### src/rtl/mano_pkg.sv
// mano_pkg: shared types and constants for the basic-computer fetch unit.
package mano_pkg;
    localparam int DEF_ADDR_W = 4;
    localparam int DEF_DATA_W = 8;
    localparam int I_BIT = 7;
    localparam int OP_HI = 6;
    localparam int OP_LO = 4;
    localparam int AD_HI = 3;
    localparam int AD_LO = 0;
    localparam logic [2:0] OP_REG = 3'b111;
    typedef enum logic [1:0] {IDLE, FETCH, INDIRECT, VALID} state_t;
endpackage

### src/rtl/mano_fetch_unit.sv
// mano_fetch_unit: fetches instruction words, resolves one indirect level and
// hands {ir, ea} to the execute stage over valid/ready.
module mano_fetch_unit
    import mano_pkg::*;
#(
    parameter int ADDR_W = DEF_ADDR_W,
    parameter int DATA_W = DEF_DATA_W,
    parameter logic [ADDR_W-1:0] RESET_PC = '0
) (
    input  logic              clk,
    input  logic              rst_n,
    input  logic              start,
    input  logic              pc_load,
    input  logic [ADDR_W-1:0] pc_load_val,
    input  logic              ins_ready,
    output logic              ins_valid,
    output logic [DATA_W-1:0] ir,
    output logic [2:0]        opcode,
    output logic              ind,
    output logic [ADDR_W-1:0] ea,
    output logic [ADDR_W-1:0] pc,
    output logic              mem_read,
    output logic              mem_write,
    output logic [ADDR_W-1:0] mem_ar,
    input  logic [DATA_W-1:0] mem_outdata
);
    state_t state, nxt;
    logic   fetch_ind;

    // register-reference/IO words never take the indirect cycle
    assign fetch_ind = mem_outdata[I_BIT] && (mem_outdata[OP_HI:OP_LO] != OP_REG);

    always_comb begin
        nxt = state;
        if (pc_load) nxt = start ? FETCH : IDLE;
        else begin
            case (state)
                IDLE:     nxt = start ? FETCH : IDLE;
                FETCH:    nxt = fetch_ind ? INDIRECT : VALID;
                INDIRECT: nxt = VALID;
                VALID:    nxt = ins_ready ? (start ? FETCH : IDLE) : VALID;
                default:  nxt = IDLE;
            endcase
        end
    end

    always_ff @(posedge clk or negedge rst_n) begin
        if (!rst_n) begin
            state <= IDLE;
            pc    <= RESET_PC;
            ir    <= '0;
            ea    <= '0;
        end else begin
            state <= nxt;
            // a redirect aborts the in-flight read, so ir/ea keep their old values
            if (pc_load) pc <= pc_load_val;
            else if (state == FETCH) begin
                pc <= pc + 1'b1;
                ir <= mem_outdata;
                if (!fetch_ind) ea <= mem_outdata[AD_HI:AD_LO];
            end else if (state == INDIRECT) ea <= mem_outdata[AD_HI:AD_LO];
        end
    end

    assign ins_valid = (state == VALID);
    assign mem_read  = (state == FETCH) || (state == INDIRECT);
    assign mem_write = 1'b0;
    assign mem_ar    = (state == FETCH) ? pc : (state == INDIRECT) ? ir[AD_HI:AD_LO] : '0;
    assign opcode    = ir[OP_HI:OP_LO];
    assign ind       = ir[I_BIT];
endmodule

### config.mk
export PLATFORM = sky130hd
export DESIGN_NAME = mano_fetch_unit
export DESIGN_NICKNAME = d
export VERILOG_FILES = /design/src/rtl/mano_pkg.sv /design/src/rtl/mano_fetch_unit.sv
export SDC_FILE = /design/constraint.sdc
export NUM_CORES = 1
export LEC_CHECK = 0
export CORE_MARGIN = 2
export CORE_UTILIZATION = 36
export CTS_CLUSTER_DIAMETER = 50
export DETAILED_ROUTE_END_ITERATION = 6
export GPL_TIMING_DRIVEN = 0
export PLACE_DENSITY = 0.71
export SYNTH_ARGS = -nofsm -noshare
export SYNTH_HDL_FRONTEND = slang
export SYNTH_SLANG_ARGS = --single-unit
### constraint.sdc
create_clock -name clk -period 1.6 [get_ports clk]
set_input_delay 0.16 -clock clk [delete_from_list [all_inputs] [get_ports clk]]
set_output_delay 0.16 -clock clk [all_outputs]
set_load 0.1 [all_outputs]
==> flow_summary.ini <==
[cells_and_area]
final_util = 0.671
syn_to_final_growth_pct = 78.1
final_common_cell = clkdlybuf4s15_2
drive_above_1_share = 0.545
fin_nets = 157
antenna_cells = 0
final_cell_mix = 20 x clkdlybuf4s15_2, 16 x clkdlybuf4s50_1, 13 x dfrtp_1, 12 x buf_4, 8 x mux2_2

[clock_tree]
cts_htree_levels = 1
clk-insertion-delay-late_ns = 0.30
clk_pin_slew_worst_paths_ns = 0.11
cts_tree = done
holdBufCountCts = 0
cts_buffers = 3
clock-root-buffer = clkbuf_4
cts_sinks = 18
cts_max_path_buffers = 2

[route]
drc = 0
firstDrtPassIters = 4
drtAntennaViolNets = 0
routed_wl_microns = 2390
wl_per_cell_microns = 14.6
post_drt_via_cell_ratio = 4.89
drt_iter0_drc = 6
route.vias.total = 802

[critical_path]
cp_max_fo = 7
critPathBufInv = 2
required_ns = 1.44
worstPathCellList = ha_4 > buf_8 > nor2b_4 > a22o_4 > buf_12
critPathMaxStageDelay_ns = 0.48
r2r_slack_ns = -0.02
worst_setup_path_end_kind = output port
ff2ff_path_depth = 6
r2r_start = state[1]
cp_top_family = flip-flops
crit_path_start_kind = flip-flop
critical_path_class = reg -> out
cp_slowest_cell = dfrtp_2
crit-reg2reg-capture = ea[3]
arrival_ns = 1.56

[run_status]
violations = negative setup slack
status = finished with violations

[synthesis]
yosysSeqAreaShare = 0.483
ys_seq_elements = 18
synth_top_area_share = 0.483
syn_area_sq_um = 933
yosysTopAreaCell = dfrtp_1
syn_avg_cell_area_sq_um = 11.5
yosysWarnings = 0
syn_inst = 81
synth_nets = 103
synth.distinct_cells = 26
synthTopCellsByArea = dfrtp_1 48%, mux2_2 9.7%, ha_1 6.7%

[die]
rows = 18
fp.dieH_microns = 54.9
die_w_microns = 54.9
io_pins = 44
start_util = 0.377
core_sq_mm = 0.00248
die_area_sq_mm = 0.00302

[sta]
period_share = 1.08
period_needed_ns = 1.72
hold_viol_final = 0
skew_ns = 0.00360
layout_setup_ws_ns = -0.124
drv_slew = 0
holdWs_ns = 0.323
fmax_ghz = 0.580
worst_pin_slew_ns = 0.817
finalSetupTns_ns = -0.490
setup_violations = 8
slew_headroom = 0.454
rsz0062_at_grt = true

[placed_design]
numPortBuffers = 42
hpwl_microns = 1530
gp_congestion = 0.797

[grt]
grt_pass1_wl_microns = 3580
grt_use_total = 0.173
grt_overflow = 0
grt_max_degree = 19
grt_pass1_vias = 819
antenna_found_initial = 0

[run]
drv_cap = 0

[worst_hold_path]
min-delay-path-class = in -> async
==> worst reg2reg max path: stages, from the launching register on <==
cell     delay (ns)
dfrtp_1        0.43
inv_2          0.09
ha_4           0.14
buf_4          0.12
nor2_1         0.03
a311o_2        0.38
mux2_4         0.32
==> layer usage <==
metal | wire length, microns | GRT usage | vias to the layer above
met5 | 0 | 0 | -
met4 | 63 | 0.102 | 0
met3 | 135 | 0.0296 | 6
met2 | 1230 | 0.312 | 31
met1 | 957 | 0.189 | 387
li1 | - | - | 378
==> flip-flops by register name, indices dropped and copies added (netlist names) <==
name and flops:
ea 4, pc 4, state 2, ir 8
==> cells in the mapped netlist <==
cell and number:
dfrtp_1 18, nand3_1 1, a311o_2 1, xor2_1 2
nand4_1 1, a22o_1 3, a211oi_1 1, buf_4 5
or4_1 1, a211o_1 1, ha_1 5, o21ai_0 7
mux2_2 8, conb_1 1, inv_1 3, mux2i_1 1
nor2_1 3, nand2b_1 1, a21oi_1 1, clkbuf_1 1
buf_2 2, nor3_1 1, mux2_4 4, nand2_1 7
nor2b_1 1, xnor2_1 1
==> kinds of logic after synthesis <==
kind of cell,synth area share
buffers and inverters,0.0670
adders and majority gates,0.0670
muxes,0.172
other,0.00402
and+or+nand+nor,0.0791
DFF,0.483
xor gates and xnor gates,0.0282
AOI/OAI and AO/OA,0.101
==> what timing repair did <==
item / in CTS / in global routing
gates resized for setup: 126 / 6
pin swaps: 6 / 1
gates cloned: 0 / 0
setup buffers: 7 / 0
setup endpoints to repair: 30 / 11
==> how the worst max path moves through the flow <==
stage | startpoint | endpoint | slack (ns) | cells past startpoint
after floorplan | state[1] | mem_ar[1] | -0.13 | 5
after global placement | state[1] | mem_ar[1] | -1.03 | 6
after detailed placement | state[1] | mem_ar[1] | -1.05 | 6
after CTS | state[1] | mem_ar[3] | -0.11 | 5
after global routing | state[1] | mem_ar[1] | -0.19 | 6
final | state[0] | mem_ar[1] | -0.12 | 5
==> per-stage QoR <==
| stage | setup slack, ns | area [sq um] | std cells |
|---|---|---|---|
| 2_1_floorplan | -0.128 | 963 | 81 |
| 4_1_cts | -0.114 | 1640 | 164 |
| 3_5_place_dp | -1.05 | 1420 | 153 |
| 3_3_place_gp | -1.03 | 1420 | 153 |
| 5_1_grt | -0.187 | 1660 | 164 |
| 6_report | -0.124 | 1660 | 164 |
==> cell type report <==
| cell class | count | area (sq um) |
|---|---|---|
| well taps | 30 | 37.5 |
| flip-flops and latches | 18 | 457 |
| fillers | 192 | 815 |
| plain buffers | 8 | 63.8 |
| clock buffers | 4 | 36.3 |
| inverters | 3 | 13.8 |
| repair buffers | 49 | 549 |
| multi-input cells | 52 | 505 |
Power is not shown: default switching activity piles up to over one toggle a cycle in this logic, so the estimate is an artifact.
